`src/rtl/sine_sample_gen_pkg.sv`:
```
// sine_pkg: shared constants for the sine sample generator.
//   SAMPLES_PER_PERIOD : table entries per full sine period
//   QUARTER_LEN        : entries per quadrant (N/4)
//   QADDR_W            : address width of the quarter-wave table
//   DAC_W / MIDSCALE   : DAC code width and the zero-signal code
//   UNITY_GAIN         : gain value that leaves the wave unscaled
//   QUARTER_TABLE      : round(2047*sin(2*pi*k/200)), k = 0..50
package sine_pkg;
   localparam int SAMPLES_PER_PERIOD = 200;
   localparam int QUARTER_LEN        = SAMPLES_PER_PERIOD / 4;
   localparam int QADDR_W            = $clog2(QUARTER_LEN + 1);
   localparam int DAC_W              = 12;
   localparam int MIDSCALE           = 2048;
   localparam int UNITY_GAIN         = 256;

   localparam logic [DAC_W-1:0] QUARTER_TABLE [0:QUARTER_LEN] = '{
      12'd0,    12'd64,   12'd129,  12'd193,  12'd257,  12'd320,  12'd384,  12'd447,
      12'd509,  12'd571,  12'd633,  12'd693,  12'd754,  12'd813,  12'd872,  12'd929,
      12'd986,  12'd1042, 12'd1097, 12'd1151, 12'd1203, 12'd1255, 12'd1305, 12'd1354,
      12'd1401, 12'd1447, 12'd1492, 12'd1535, 12'd1577, 12'd1617, 12'd1656, 12'd1693,
      12'd1728, 12'd1762, 12'd1794, 12'd1824, 12'd1852, 12'd1879, 12'd1903, 12'd1926,
      12'd1947, 12'd1966, 12'd1983, 12'd1998, 12'd2011, 12'd2022, 12'd2031, 12'd2038,
      12'd2043, 12'd2046, 12'd2047
   };
endpackage

```
`src/rtl/sine_sample_gen_rom.sv`:
```
// sine_quarter_rom: registered quarter-wave lookup, one cycle of latency.
//   clk, rst_n : clock, async active-low reset
//   i_k        : quarter-table index 0..QUARTER_LEN
//   o_q        : |sin| magnitude Q[k], valid the cycle after i_k
module sine_quarter_rom
   import sine_pkg::*;
(
   input  logic               clk,
   input  logic               rst_n,
   input  logic [QADDR_W-1:0] i_k,
   output logic [DAC_W-1:0]   o_q
);
   logic [DAC_W-1:0] r_q;

   always_ff @(posedge clk or negedge rst_n) begin
      if (!rst_n)
         r_q <= '0;
      else if (i_k <= QADDR_W'(QUARTER_LEN))
         r_q <= QUARTER_TABLE[i_k];
      else
         r_q <= '0;
   end

   assign o_q = r_q;
endmodule

```
`src/rtl/sine_sample_gen.sv`:
```
// sine_sample_gen: table-driven sine DAC sample generator with gain/offset.
//   clk, rst_n         : clock, async active-low reset
//   i_phase_index      : table index from the DAC sequencer
//   i_cfg_load         : strobe capturing i_cfg_gain/i_cfg_offset as pending
//   i_cfg_gain         : unsigned gain, 256 = unity, clamps above 256
//   i_cfg_offset       : signed DC offset in LSBs
//   o_current_sample   : offset-binary DAC code, held between updates
//   o_sample_valid     : one-cycle pulse when o_current_sample updates
//   o_cfg_pending      : loaded config waiting for the next index-0 sample
//   o_sat_flag         : pulses with o_sample_valid when the sample clipped
//   o_phase_err        : sticky, set by an out-of-range phase index
// Pipeline: detect -> stage 1 (ROM + sign/gain/offset) -> stage 2 (scale,
// add, clip), so a sample lands exactly 2 clocks after its index changed.
module sine_sample_gen
   import sine_pkg::*;
#(
   parameter int SAMPLES_PER_PERIOD = sine_pkg::SAMPLES_PER_PERIOD,
   parameter int GAIN_W             = 9
) (
   input  logic              clk,
   input  logic              rst_n,
   input  logic [7:0]        i_phase_index,
   input  logic              i_cfg_load,
   input  logic [GAIN_W-1:0] i_cfg_gain,
   input  logic [11:0]       i_cfg_offset,
   output logic [11:0]       o_current_sample,
   output logic              o_sample_valid,
   output logic              o_cfg_pending,
   output logic              o_sat_flag,
   output logic              o_phase_err
);
   localparam int QL = SAMPLES_PER_PERIOD / 4;
   localparam int PW = DAC_W + 1 + GAIN_W + 1;

   // index tracking
   logic [7:0]          r_phase_q;
   logic                r_first;
   logic                w_new, w_oor, w_apply;
   logic [1:0]          w_quad;
   logic [7:0]          w_k, w_addr8;
   logic [QADDR_W-1:0]  w_rom_addr;
   // config
   logic [GAIN_W-1:0]   w_gain_clamp, r_pend_gain, r_act_gain, w_gain_use;
   logic signed [11:0]  r_pend_off, r_act_off, w_off_use;
   logic                r_cfg_pending;
   // pipeline
   logic [1:0]          r_vld_pipe;
   logic                r_s1_neg, r_s1_oor;
   logic [GAIN_W-1:0]   r_s1_gain;
   logic signed [11:0]  r_s1_off;
   logic [DAC_W-1:0]    w_q;
   logic signed [12:0]  w_s;
   logic signed [PW-1:0] w_prod, w_scaled;
   logic signed [14:0]  w_sum;
   logic [DAC_W-1:0]    w_clip;
   logic                w_clipped;
   logic [DAC_W-1:0]    r_sample;
   logic                r_sat, r_phase_err;

   // The first cycle after reset always counts as a new index so the
   // output is refreshed even if the sequencer is parked on one value.
   assign w_new   = r_first | (i_phase_index != r_phase_q);
   assign w_oor   = (i_phase_index >= 8'(SAMPLES_PER_PERIOD));
   assign w_apply = w_new & (i_phase_index == 8'd0) & r_cfg_pending;

   always_comb begin
      w_quad = 2'd0;
      w_k    = i_phase_index;
      if (i_phase_index >= 8'(3*QL)) begin
         w_quad = 2'd3;
         w_k    = i_phase_index - 8'(3*QL);
      end else if (i_phase_index >= 8'(2*QL)) begin
         w_quad = 2'd2;
         w_k    = i_phase_index - 8'(2*QL);
      end else if (i_phase_index >= 8'(QL)) begin
         w_quad = 2'd1;
         w_k    = i_phase_index - 8'(QL);
      end
   end

   // Odd quadrants read the table backwards; quadrants 2/3 are negated.
   assign w_addr8    = w_quad[0] ? (8'(QL) - w_k) : w_k;
   assign w_rom_addr = w_oor ? '0 : QADDR_W'(w_addr8);

   assign w_gain_clamp = (i_cfg_gain > GAIN_W'(UNITY_GAIN)) ? GAIN_W'(UNITY_GAIN) : i_cfg_gain;
   // The index-0 sample that triggers an apply already uses the new values.
   assign w_gain_use   = w_apply ? r_pend_gain : r_act_gain;
   assign w_off_use    = w_apply ? r_pend_off  : r_act_off;

   always_ff @(posedge clk or negedge rst_n) begin
      if (!rst_n) begin
         r_phase_q     <= '0;
         r_first       <= 1'b1;
         r_pend_gain   <= GAIN_W'(UNITY_GAIN);
         r_pend_off    <= '0;
         r_act_gain    <= GAIN_W'(UNITY_GAIN);
         r_act_off     <= '0;
         r_cfg_pending <= 1'b0;
         r_phase_err   <= 1'b0;
      end else begin
         r_phase_q <= i_phase_index;
         r_first   <= 1'b0;
         if (w_oor)
            r_phase_err <= 1'b1;
         if (w_apply) begin
            r_act_gain <= r_pend_gain;
            r_act_off  <= r_pend_off;
         end
         // A load coinciding with an apply becomes the next pending set.
         if (i_cfg_load) begin
            r_pend_gain   <= w_gain_clamp;
            r_pend_off    <= $signed(i_cfg_offset);
            r_cfg_pending <= 1'b1;
         end else if (w_apply) begin
            r_cfg_pending <= 1'b0;
         end
      end
   end

   sine_quarter_rom u_rom (
      .clk   (clk),
      .rst_n (rst_n),
      .i_k   (w_rom_addr),
      .o_q   (w_q)
   );

   // stage 1 side-band registers, parallel to the ROM read
   always_ff @(posedge clk or negedge rst_n) begin
      if (!rst_n) begin
         r_vld_pipe <= '0;
         r_s1_neg   <= 1'b0;
         r_s1_oor   <= 1'b0;
         r_s1_gain  <= GAIN_W'(UNITY_GAIN);
         r_s1_off   <= '0;
      end else begin
         r_vld_pipe <= {r_vld_pipe[0], w_new};
         r_s1_neg   <= w_quad[1];
         r_s1_oor   <= w_oor;
         r_s1_gain  <= w_gain_use;
         r_s1_off   <= w_off_use;
      end
   end

   // stage 2: scale with floor shift, add midscale and offset, clip
   assign w_s      = r_s1_neg ? -$signed({1'b0, w_q}) : $signed({1'b0, w_q});
   assign w_prod   = PW'(w_s) * $signed(PW'({1'b0, r_s1_gain}));
   assign w_scaled = w_prod >>> 8;
   assign w_sum    = 15'(w_scaled) + 15'(r_s1_off) + 15'(MIDSCALE);

   always_comb begin
      w_clip    = w_sum[DAC_W-1:0];
      w_clipped = 1'b0;
      if (w_sum < 15'sd0) begin
         w_clip    = '0;
         w_clipped = 1'b1;
      end else if (w_sum > 15'(2**DAC_W - 1)) begin
         w_clip    = '1;
         w_clipped = 1'b1;
      end
   end

   always_ff @(posedge clk or negedge rst_n) begin
      if (!rst_n) begin
         r_sample <= DAC_W'(MIDSCALE);
         r_sat    <= 1'b0;
      end else begin
         r_sat <= 1'b0;
         if (r_vld_pipe[0]) begin
            r_sample <= r_s1_oor ? DAC_W'(MIDSCALE) : w_clip;
            r_sat    <= ~r_s1_oor & w_clipped;
         end
      end
   end

   assign o_current_sample = r_sample;
   assign o_sample_valid   = r_vld_pipe[1];
   assign o_cfg_pending    = r_cfg_pending;
   assign o_sat_flag       = r_sat;
   assign o_phase_err      = r_phase_err;
endmodule

```
`config.mk`:
```
export PLATFORM = sky130hd
export DESIGN_NAME = sine_sample_gen
export DESIGN_NICKNAME = d
export VERILOG_FILES = /design/src/rtl/sine_sample_gen_pkg.sv /design/src/rtl/sine_sample_gen_rom.sv /design/src/rtl/sine_sample_gen.sv
export SDC_FILE = /design/constraint.sdc
export NUM_CORES = 1
export LEC_CHECK = 0
export ABC_AREA = 0
export CORE_ASPECT_RATIO = 0.6
export CORE_MARGIN = 4
export CORE_UTILIZATION = 57
export DETAILED_ROUTE_END_ITERATION = 8
export PLACE_DENSITY_LB_ADDON = 0.25
export SLEW_MARGIN = 30
export SYNTH_ARGS = -nofsm -noshare
export SYNTH_HDL_FRONTEND = slang
export SYNTH_SLANG_ARGS = --single-unit
```
`constraint.sdc`:
```
create_clock -name clk -period 9.3 [get_ports clk]
set_clock_uncertainty 0.15 [all_clocks]
set_input_delay 1.395 -clock clk [delete_from_list [all_inputs] [get_ports clk]]
set_output_delay 1.395 -clock clk [all_outputs]
set_load 0.02 [all_outputs]
```
# Word level (Yosys, flattened, before mapping)
# Memories as Yosys holds them, arrays and structs flattened. A register that Yosys moved wholly into a read port is not among the register bits.
# Cells that the tools add are included.
word_totals:
  reg_bits: 70
  mem_bits_ro: 768
  in_bits: 32
  word_cells: 57
  mem_count: 1
classes:
  addsub: 7
  mul: 1
  n_lt_le_gt_ge: 7
  n_eq_ne: 1
  n_mux: 18
  bitwise: 6
  reduce_logical: 3
mem_list:
  columns: ["memory", "words", "width", "read_ports", "rd_ports_with_merged_regs", "wr", "line", "source"]
  rows:
  - ["(name not given)", 64, 12, 1, 1, 0, "sine_sample_gen_rom.sv:19", "r_q <= QUARTER_TABLE[i_k];"]
op_table:
  columns: ["op", "n"]
  rows:
  - ["2-to-1 mux 12 bit", 3]
  - ["2-to-1 mux 6 bit", 5]
  - ["multiplier 13 x 10 -> 23 bit", 1]
  - ["greater-or-equal comparator 8 bit (second input constant)", 2]
  - ["adder 15 x 12 -> 15 bit", 1]
  - ["adder 15 x 13 -> 15 bit (second input constant)", 1]
  - ["greater-than comparator 15 x 13 -> 1 bit (second input constant)", 1]
  - ["< comparator 15 x 1 -> 1 bit (second input constant)", 1]
  - ["2-to-1 mux 13 bit", 1]
  - ["negation 12 -> 13 bit", 1]
  - ["subtractor 6 bit (second input constant)", 2]
  - ["greater-than comparator 9 bit (second input constant)", 1]
  - ["2-to-1 mux 9 bit", 1]
  - ["greater-or-equal comparator 8 x 6 -> 1 bit (second input constant)", 1]
  - ["greater-or-equal comparator 8 x 7 -> 1 bit (second input constant)", 1]
  - ["logical NOT 8 bit", 1]
  - ["!= test 8 bit", 1]
  - ["inverter 6 -> 7 bit", 1]
  - ["2-to-1 mux 1 bit", 6]
  - ["subtractor 6 x 5 -> 6 bit (second input constant)", 1]
  - ["subtractor 6 bit (first input constant)", 1]
  - ["2-to-1 mux 2 bit", 2]
  - ["bitwise AND 1 bit", 3]
  - ["nonzero test 2 bit", 1]
  - ["3 further kinds", 3]

# Logic depth before layout (Yosys ltp)
# Gate-level depths: netlist of the first run.
logic_depth:
  depth_word: 10
  ltp_mapped: 38
  mapped_depth_nobuf: 37

# By module
# From an unflattened synthesis of the first run, not the netlist that was laid out.
unflattened:
  hier_cells: 1024
  area_unflattened_um2: 9575.4
modules_own_cells:
  columns: ["module", "n_inst", "cells_per_inst", "area_each_um2"]
  rows:
  - ["sine_sample_gen", 1, 882, 8410.6]
  - ["sine_quarter_rom", 1, 142, 1164.9]

# Least setup slack after synthesis of the first run
# OpenSTA, ideal clock, no wires.
synth_timing:
  kind: "register to register"
  from: "register u_rom.r_q[0] (netlist: u_rom.o_q[0])"
  to: "register r_sample[10] (netlist: o_current_sample[10])"
  setup_ns: 0.135
  t_arrival_ns: 8.435
  required_ns: 9.015
  path_slack_ns: 0.581
  stages_incl_launch_ff: 36
  n_path_buf: 2
  cell_sequence: "dfrtp_1 > clkbuf_1 > inv_1 > ha_1 > inv_1 > or4_1 > o31ai_1 > xnor2_1 > nand2_1 > fa_1 > inv_1 > fa_1 > fa_1 > fa_1 > inv_1 > fa_1 > inv_1 > ha_1 > and4_1 > a21o_1 > a311o_1 > o21a_1 > nor2_1 > xnor2_1 > ha_1 > ha_1 > a21oi_1 > nand2_1 > and3_1 > a221o_1 > a31oi_1 > o21ai_0 > xnor3_1 > nand2_1 > buf_2 > o22ai_1"
synth_via:
  elab_chain_cells: 9
synth_rtl:
  columns: ["element", "line", "source"]
  rows:
  - ["start, declared", "sine_sample_gen_rom.sv:13", "logic [DAC_W-1:0] r_q;"]
  - ["negation 12 -> 13 bit", "sine_sample_gen.sv:145", "assign w_s = r_s1_neg ? -$signed({1'b0, w_q}) : $signed({1'b0, w_q});"]
  - ["2-to-1 mux 13 bit *", "sine_sample_gen.sv:145", null]
  - ["multiplier 13 x 10 -> 23 bit *", "sine_sample_gen.sv:146", "assign w_prod = PW'(w_s) * $signed(PW'({1'b0, r_s1_gain}));"]
  - ["adder 15 x 12 -> 15 bit *", "sine_sample_gen.sv:148", "assign w_sum = 15'(w_scaled) + 15'(r_s1_off) + 15'(MIDSCALE);"]
  - ["adder 15 x 13 -> 15 bit *", "sine_sample_gen.sv:148", null]
  - ["greater-than comparator 15 x 13 -> 1 bit", "sine_sample_gen.sv:156", "end else if (w_sum > 15'(2**DAC_W - 1)) begin"]
  - ["2-to-1 mux 12 bit", "sine_sample_gen.sv:156", null]
  - ["2-to-1 mux 12 bit *", "sine_sample_gen.sv:153", "if (w_sum < 15'sd0) begin"]
  - ["2-to-1 mux 12 bit *", "sine_sample_gen.sv:169", "r_sample <= r_s1_oor ? DAC_W'(MIDSCALE) : w_clip;"]
  - ["end signal, assigned", "sine_sample_gen.sv:164", "r_sample <= DAC_W'(MIDSCALE);"]
  - ["end signal, assigned", "sine_sample_gen.sv:169", null]
  - ["end, declared", "sine_sample_gen.sv:57", "logic [DAC_W-1:0] r_sample;"]
# Mark *: on every way between the ends. The rest lies on a longest branch, timed or not.
# A chain may end at the register's enable or synchronous reset.

# Worst setup path in the final report of the first run
layout_timing:
  from: "register u_rom.r_q[4] (netlist: u_rom.o_q[4])"
  to: "register r_sample[1] (netlist: o_current_sample[1])"
# Same word-level chain as after synthesis.

==> impl_metrics.json, run 1 <==
{
  "status": "finished clean",
  "cts.sinks": 81,
  "cts_made_buffers": 9,
  "hold_path_class": "reg -> reg",
  "final_common_cell": "inv_1",
  "synthToLayoutAreaGrowth_pct": 11.1,
  "start_kind": "flop",
  "syn_nets": 1289,
  "syn_area_per_cell_sq_um": 9.32,
  "max_freq_mhz": 113,
  "grt.overflow.total": 0,
  "core_sq_um": 17100,
  "final_cell_mix": "inv_1, nand2_1, fa_1",
  "clk_pin_slew_ns": 0.07,
  "max-vdd-ir-drop_mv": 0.101,
  "antenna_found_initial": 0,
  "row_count": 37,
  "port_buffers": 47,
  "ys.warnings.count": 0,
  "end_kind": "flop",
  "ys_types": 90,
  "n_antenna_cell": 0,
  "vias_per_cell": 5.75,
  "fp.dieH_microns": 110,
  "cp_slowest_cell": "fa_1",
  "max_cap_violations": 0,
  "wl_microns": 23400,
  "pwr_density_cell_nw_per_um2": 183,
  "drt_drc_violations_left": 0,
  "wire_per_inst_microns": 17.5,
  "place_area_sq_um": 10600,
  "finalInstanceArea_sq_um": 11000,
  "slew-limit-headroom": 0.399,
  "cts_root_buffer": "clkbuf_16",
  "tightest_slew_ns": 0.884,
  "clock_path_buffers": 2,
  "fin_crit_ns": 8.86,
  "gp_congestion": 0.952,
  "cp_common_cell": "fa_1",
  "async_flop_share": 1.00,
  "cts_tree": "built",
  "power_w": 0.00201,
  "grt_pass1_vias": 7692,
  "htree_levels": 3,
  "slew_violations": 0,
  "synthFlopType": "dfrtp_1",
  "die_w_microns": 178,
  "report.final.setup_viol": 0,
  "start_util": 0.580,
  "dp_hpwl_microns": 18400,
  "syn_inst": 1064,
  "firstDrtPassIters": 5,
  "synth_area_sq_um": 9910,
  "nets": 1322,
  "grt_pass1_wl_microns": 39500,
  "critPathMaxFanout": 11,
  "drtIter0Drc": 626,
  "grt_max_degree": 59,
  "num_vias": 7682,
  "finalHoldViolCount": 0,
  "dieArea_sq_um": 19600,
  "antenna_left": 0,
  "synth-edff-count": 0,
  "seq_area_frac_synth": 0.205,
  "slowest_delay_ns": 0.55,
  "p_leak_nw": 5.44,
  "synth_seq_cells": 81,
  "track_usage": 0.251,
  "worstSkewPairLatency_ns": 0.34,
  "cts_setup_buffers": 0,
  "drive_above_1_share": 0.110,
  "worst_ep_arrival_time_ns": 8.91,
  "crit_required_ns": 9.35,
  "worst-setup-path-type": "reg -> reg",
  "finalCritPeriodShare": 0.953,
  "ios": 48
}
[critical path: cells and delay by family (launching register included)]
family	cells	cell delay, ns
xor+xnor	3	0.78
flops	1	0.42
fa+ha+maj	8	3.35
buf+inv	3	0.14
compound gates	8	1.89
simple gates	8	1.97
[logic make-up after synthesis]
group / synth area share
AOI/OAI and AO/OA: 0.144
xor gates and xnor gates: 0.0437
adders and majority gates: 0.321
buffers and inverters: 0.0839
DFF: 0.205
muxes: 0.0559
other: 0.000378
and+or+nand+nor: 0.146
[cell usage after synthesis (7+ instances only)]
master / n / area, sq um
o21a_1: 8 / 60.1
mux2i_1: 9 / 90.1
a21o_1: 10 / 75.1
nor2_1: 33 / 124
fa_1: 101 / 2020
ha_1: 92 / 1150
xnor2_1: 38 / 333
xor2_1: 7 / 61.3
dfrtp_1: 77 / 1930
o21ai_0: 36 / 180
mux2_2: 40 / 450
buf_2: 10 / 50.1
a211oi_1: 17 / 128
o211ai_1: 9 / 67.6
a21oi_1: 38 / 190
and2_1: 49 / 307
o22ai_1: 14 / 87.6
clkbuf_1: 27 / 101
inv_1: 166 / 623
nor3_1: 19 / 95.1
o31ai_1: 7 / 52.6
nand2_1: 107 / 402
nand3_1: 7 / 35.0
nand2b_1: 8 / 50.1
nand3b_1: 9 / 67.6
and3_1: 7 / 43.8
[repair_timing]
item / CTS / global route
resized for setup: 1 / 14
hold endpoints to repair: 0 / 0
endpoints found under the setup margin: 1 / 13
pin swaps: 0 / 1
hold buffers: 0 / 0
[stage by stage]
stage,util,hold slack [ns],setup WS [ns],instances,TNS [ns]
2_1_floorplan,-,0.275,0.581,1064,0
3_3_place_gp,0.622,0.301,0.233,1320,0
3_5_place_dp,0.622,0.308,-0.00613,1320,-0.00613
4_1_cts,0.640,0.323,0.0966,1336,0
5_1_grt,0.644,0.341,-0.00251,1336,-0.00251
6_report,0.644,0.320,0.435,1336,0
[cell type report]
| type | instances | area (sq um) |
|---|---|---|
| Clock inverter | 7 | 78.8 |
| Timing Repair Buffer | 66 | 611 |
| Inverter | 169 | 634 |
| Tap cell | 234 | 293 |
| Multi-Input combinational cell | 770 | 7140 |
| Fill cell | 1351 | 6070 |
| Sequential cell | 81 | 2030 |
| Clock buffer | 9 | 225 |
[state kept, by name, indices dropped and copies added (netlist names)]
name / count
o_cfg_pending: 1
o_current_sample: 12
o_phase_err: 1
o_sat_flag: 1
r_first: 1
r_pend_gain: 9
r_pend_off: 12
r_phase_q: 8
r_s1_gain: 9
r_s1_neg: 1
r_s1_off: 12
r_s1_oor: 1
r_vld_pipe: 2
u_rom.o_q: 11
[report_power, final]
group	internal (W)	switching, W
sequential	0.000424	0.0000572
combinational	0.000492	0.000671
clock	0.000211	0.000155
[metal layers]
layer	up-vias	global-route usage	part of all wire
met2	271	0.378	0.43
met3	21	0.0470	0.076
met5	-	0	0
li1	3637	-	-
met1	3753	0.388	0.48
met4	0	0.0356	0.0093
[final timing paths]
| kind | cells after the start | slack [ns] | startpoint | endpoint |
|---|---|---|---|---|
| max | 30 | 0.44 | u_rom.o_q[4] | o_current_sample[1] |
| min | 1 | 0.32 | o_phase_err | o_phase_err |
| max reg2reg | 30 | 0.44 | u_rom.o_q[4] | o_current_sample[1] |
| min reg2reg | 1 | 0.32 | o_phase_err | o_phase_err |
| max in group asynchronous | 2 | 7.18 | rst_n | u_rom.o_q[9] |
| min in group asynchronous | 1 | 0.79 | rst_n | o_current_sample[0] |
(Power assumes the default switching activity.)
==> run 2, diff against run 1 <==
Settings changed: CORE_ASPECT_RATIO 0.6 to 1.4, SETUP_SLACK_MARGIN from default to 0.2.
==> run 2 against run 1 <==
Compared with the run above: wire length decreased by 2.5%; clock power decreased by 3%; largest power group unchanged; cell count decreased by 0.30%.
==> impl_metrics.json, run 2 (synthesis gave the netlist of run 1 again) <==
{
  "grt_pass1_wl_microns": 38600,
  "p_leak_nw": 5.45,
  "dp_hpwl_microns": 17600,
  "worst_ep_arrival_time_ns": 8.98,
  "htree_levels": 3,
  "firstDrtPassIters": 5,
  "hold_path_class": "reg -> reg",
  "die_w_microns": 119,
  "cp_slowest_cell": "fa_1",
  "critPathMaxFanout": 13,
  "final_cell_mix": "inv_1, nand2_1, fa_1",
  "pwr-share-seq": 0.239,
  "antenna_left": 0,
  "wire_per_inst_microns": 17.2,
  "grt.overflow.total": 0,
  "power_w": 0.00201,
  "dieArea_sq_um": 19600,
  "whs_ns": 0.350,
  "ios": 48,
  "drt_drc_violations_left": 0,
  "intPower_w": 0.00113,
  "slew-limit-headroom": 0.421,
  "cts_made_buffers": 9,
  "n_antenna_cell": 0,
  "core_sq_um": 16900,
  "status": "finished clean",
  "finalNonFillerCells": 1332,
  "cts_hold_buf": 0,
  "max-vdd-ir-drop_mv": 0.210,
  "clock_path_buffers": 2,
  "crit_required_ns": 9.42,
  "wl_microns": 22800,
  "grt_pass1_vias": 7965,
  "slowest_delay_ns": 0.58,
  "p_switching_w": 0.000878,
  "clockPowerShare": 0.177,
  "final_common_cell": "inv_1",
  "gp_congestion": 0.885,
  "cts_root_buffer": "clkbuf_16",
  "setup_tns_ns": 0,
  "slew_violations": 0,
  "cp_common_cell": "fa_1",
  "dp.cells": 1314,
  "p_comb_frac": 0.584,
  "fin_crit_ns": 8.86,
  "start_kind": "flop",
  "tightest_slew_ns": 0.852,
  "cts_tree": "built",
  "max_cap_violations": 0,
  "drive_above_1_share": 0.113,
  "worstSkewPairLatency_ns": 0.35,
  "nets": 1320,
  "num_vias": 7809,
  "row_count": 56,
  "end_kind": "flop",
  "port_buffers": 47,
  "clk_pin_slew_ns": 0.06,
  "fp.dieH_microns": 164,
  "report.final.setup_viol": 0,
  "track_usage": 0.243,
  "start_util": 0.587,
  "fin_util": 0.653,
  "rsz0062_at_grt": "false",
  "fillers": 1376,
  "pwr_density_cell_nw_per_um2": 182,
  "drtIter0Drc": 352,
  "cts.sinks": 81,
  "worst-setup-path-type": "reg -> reg",
  "antenna_found_initial": 0,
  "synthToLayoutAreaGrowth_pct": 11.2,
  "sw_frac_of_total": 0.437,
  "finalHoldViolCount": 0,
  "vias_per_cell": 5.86,
  "finalCritPeriodShare": 0.952,
  "grt_max_degree": 82,
  "max_freq_mhz": 113
}
## run 2: power groups by stage
stage	Combinational [W]	Sequential [W]	Clock [W]
after floorplan	0.000784	0.000495	0
after global placement	0.00110	0.000480	0
after detailed placement	0.00113	0.000479	0
after CTS	0.00114	0.000477	0.000361
after global routing	0.00130	0.000489	0.000377
final	0.00117	0.000481	0.000356
## run 2: worst paths after layout
path / startpoint / end / slack, ns / depth (start not counted)
worst min-delay path: r_pend_gain[7] / r_s1_gain[7] / 0.35 / 1
max in group asynchronous: rst_n / u_rom.o_q[8] / 7.56 / 1
worst max-delay path: u_rom.o_q[2] / o_current_sample[11] / 0.44 / 30
min in group asynchronous: rst_n / r_pend_off[2] / 0.91 / 1
worst max register to register: u_rom.o_q[2] / o_current_sample[11] / 0.44 / 30
worst min register to register: r_pend_gain[7] / r_s1_gain[7] / 0.35 / 1
## run 2: cell type report
class	instances	area [sq um]	share of cell area
Clock buffer	11	243	0.0220
Inverter	169	634	0.0576
Timing Repair Buffer	64	594	0.0539
Tap cell	232	290	0.0263
Multi-Input combinational cell	770	7170	0.651
Clock inverter	5	56.3	0.00511
Sequential cell	81	2030	0.184
## run 2: metal layers
layer,track usage,part of all wire,vias up
met2,0.421,0.51,253
met4,0.0808,0.024,0
met3,0.0269,0.045,51
li1,-,-,3629
met5,0,0,-
met1,0.320,0.42,3876
## run 2: what timing repair did
item | CTS | global route
pin swaps | 0 | 5
gates resized for setup | 4 | 17
endpoints found under the hold margin | 0 | 0
buffers inserted | 0 | 2
endpoints found under the setup margin | 12 | 13
## run 2: through the flow
stage | cell area [sq um] | worst slack [ns]
after global placement | 10600 | 0.0998
final | 11000 | 0.442
after global routing | 11000 | 0.154
after CTS | 10900 | 0.273
after detailed placement | 10600 | 0.0862
after floorplan | 9910 | 0.581
## run 2: worst max-delay path, delay by kind of cell (launching register included)
kind	cells	cell delay, ns
DFF	1	0.42
AOI/OAI and AO/OA	8	2.01
muxes	1	0.32
buffers and inverters	3	0.17
and+or+nand+nor	8	2.00
adders and majority gates	8	3.41
xor gates and xnor gates	2	0.35
==> run 3, diff against run 2 <==
Settings changed: CORE_ASPECT_RATIO 1.4 to default, CORE_MARGIN 4 to 5.
==> run 3 against run 2 <==
Compared with the run above: non-clock buffer count up 1; hold slack worse by 0.0026 ns; setup slack better by 0.098 ns; sequential share of layout area down 0.056 points; cell count down 0.45%; global-route usage down 0.41 points; first-iteration DRC count up 34%; sequential power up 2%; critical path depth unchanged; combinational power about the same; maximum frequency up 1.1%; critical path type unchanged; largest power group unchanged; highest routed layer unchanged.
==> impl_metrics.json, run 3 (synthesis gave the netlist of run 1 again) <==
{
  "status": "finished clean",
  "grt.overflow.total": 0,
  "max_freq_mhz": 114,
  "core_sq_um": 17200,
  "firstDrtPassIters": 5,
  "tightest_slew_ns": 0.860,
  "cp_num_buf_inv": 3,
  "final_common_cell": "inv_1",
  "crit_required_ns": 9.43,
  "p_switching_w": 0.000877,
  "cts_tree": "built",
  "critPathMaxFanout": 13,
  "worst_ep_arrival_time_ns": 8.89,
  "report.final.setup_viol": 0,
  "sw_frac_of_total": 0.439,
  "track_usage": 0.239,
  "finalInstanceArea_sq_um": 11100,
  "max_cap_violations": 0,
  "final_cell_mix": "inv_1, nand2_1, fa_1",
  "cp_common_cell": "fa_1",
  "hold_path_class": "reg -> reg",
  "pwr-share-seq": 0.245,
  "wire_per_inst_microns": 17.2,
  "clk_pin_slew_ns": 0.07,
  "n_antenna_cell": 0,
  "place_area_sq_um": 10600,
  "nets": 1321,
  "antenna_left": 0,
  "dp_hpwl_microns": 17400,
  "antenna_found_initial": 0,
  "cp_slowest_cell": "fa_1",
  "start_kind": "flop",
  "port_buffers": 47,
  "dieArea_sq_um": 20100,
  "grt_pass1_vias": 7980,
  "finalHoldViolCount": 0,
  "htree_levels": 3,
  "ios": 48,
  "drive_above_1_share": 0.116,
  "finalCritPeriodShare": 0.942,
  "fin_crit_ns": 8.76,
  "cts_made_buffers": 9,
  "row_count": 48,
  "drtIter0Drc": 473,
  "slew-limit-headroom": 0.415,
  "slew_violations": 0,
  "power_w": 0.00200,
  "dp.cells": 1306,
  "end_kind": "flop",
  "finalNonFillerCells": 1326,
  "pwr_density_cell_nw_per_um2": 181,
  "cts_root_buffer": "clkbuf_16",
  "wl_microns": 22900,
  "clockPowerShare": 0.186,
  "start_util": 0.577,
  "die_w_microns": 142,
  "p_leak_nw": 5.46,
  "worstSkewPairLatency_ns": 0.35,
  "cts_hold_buf": 0,
  "fillers": 1464,
  "cts.sinks": 81,
  "rsz0062_at_grt": "false",
  "gp_congestion": 0.908,
  "fp.dieH_microns": 142,
  "num_vias": 7675,
  "p_comb_frac": 0.569,
  "synthToLayoutAreaGrowth_pct": 11.6,
  "intPower_w": 0.00112,
  "max-vdd-ir-drop_mv": 0.135,
  "vias_per_cell": 5.79,
  "drt_drc_violations_left": 0,
  "slowest_delay_ns": 0.55,
  "grt_max_degree": 51,
  "clock_path_buffers": 2,
  "worst-setup-path-type": "reg -> reg",
  "crit_family": "adder cells",
  "grt_pass1_wl_microns": 39000
}
## run 3: cell count changes in the layout (fill, tap and decap cells not counted), sizes merged
cell           change
inv                +4
clkbuf             -2
clkinv             -3
clkdlybuf4s50      +1
clkinvlp           +1
## run 3: layout make-up
cell class	instances	area [sq um]	share of cell area
clock buffers	9	225	0.0204
clock inverters	7	82.6	0.00747
inverters	169	634	0.0573
multi-input cells	770	7200	0.651
flip-flops and latches	81	2030	0.184
well taps	225	282	0.0254
repair buffers	65	603	0.0545
## run 3: timing repair
action                     CTS  global route
setup endpoints to repair   13            13
buffers inserted             0             4
resized for setup           10            14
pin swaps                    1             6
## run 3: metrics by stage
step	hold WS, ns	setup WS [ns]	util	TNS (ns)
after global placement	0.308	-0.0493	0.615	-0.0493
after CTS	0.352	0.248	0.637	0
after global routing	0.375	0.169	0.644	0
after floorplan	0.275	0.581	-	0
after detailed placement	0.329	-0.0580	0.616	-0.425
final	0.347	0.540	0.644	0
## run 3: worst paths after layout
kind | from | to | slack, ns | depth (start not counted)
worst max-delay path | u_rom.o_q[4] | o_current_sample[11] | 0.54 | 30
worst min-delay path | o_phase_err | o_phase_err | 0.35 | 1
worst max register to register | u_rom.o_q[4] | o_current_sample[11] | 0.54 | 30
worst min register to register | o_phase_err | o_phase_err | 0.35 | 1
max in group asynchronous | rst_n | u_rom.o_q[2] | 7.13 | 2
min in group asynchronous | rst_n | r_pend_off[0] | 0.81 | 1
## run 3: power groups by stage
stage	registers, W	logic, W	clock network [W]
2_1_floorplan	0.000495	0.000784	0
3_3_place_gp	0.000484	0.00106	0
3_5_place_dp	0.000484	0.00109	0
4_1_cts	0.000484	0.00112	0.000383
5_1_grt	0.000498	0.00126	0.000401
6_report	0.000489	0.00114	0.000373
## run 3: per-layer routing
metal / up-vias / track usage / wire (microns)
li1: 3616 / - / -
met1: 3804 / 0.307 / 9680
met5: - / 0 / 0
met2: 223 / 0.421 / 11600
met4: 0 / 0.0581 / 427
met3: 32 / 0.0408 / 1140
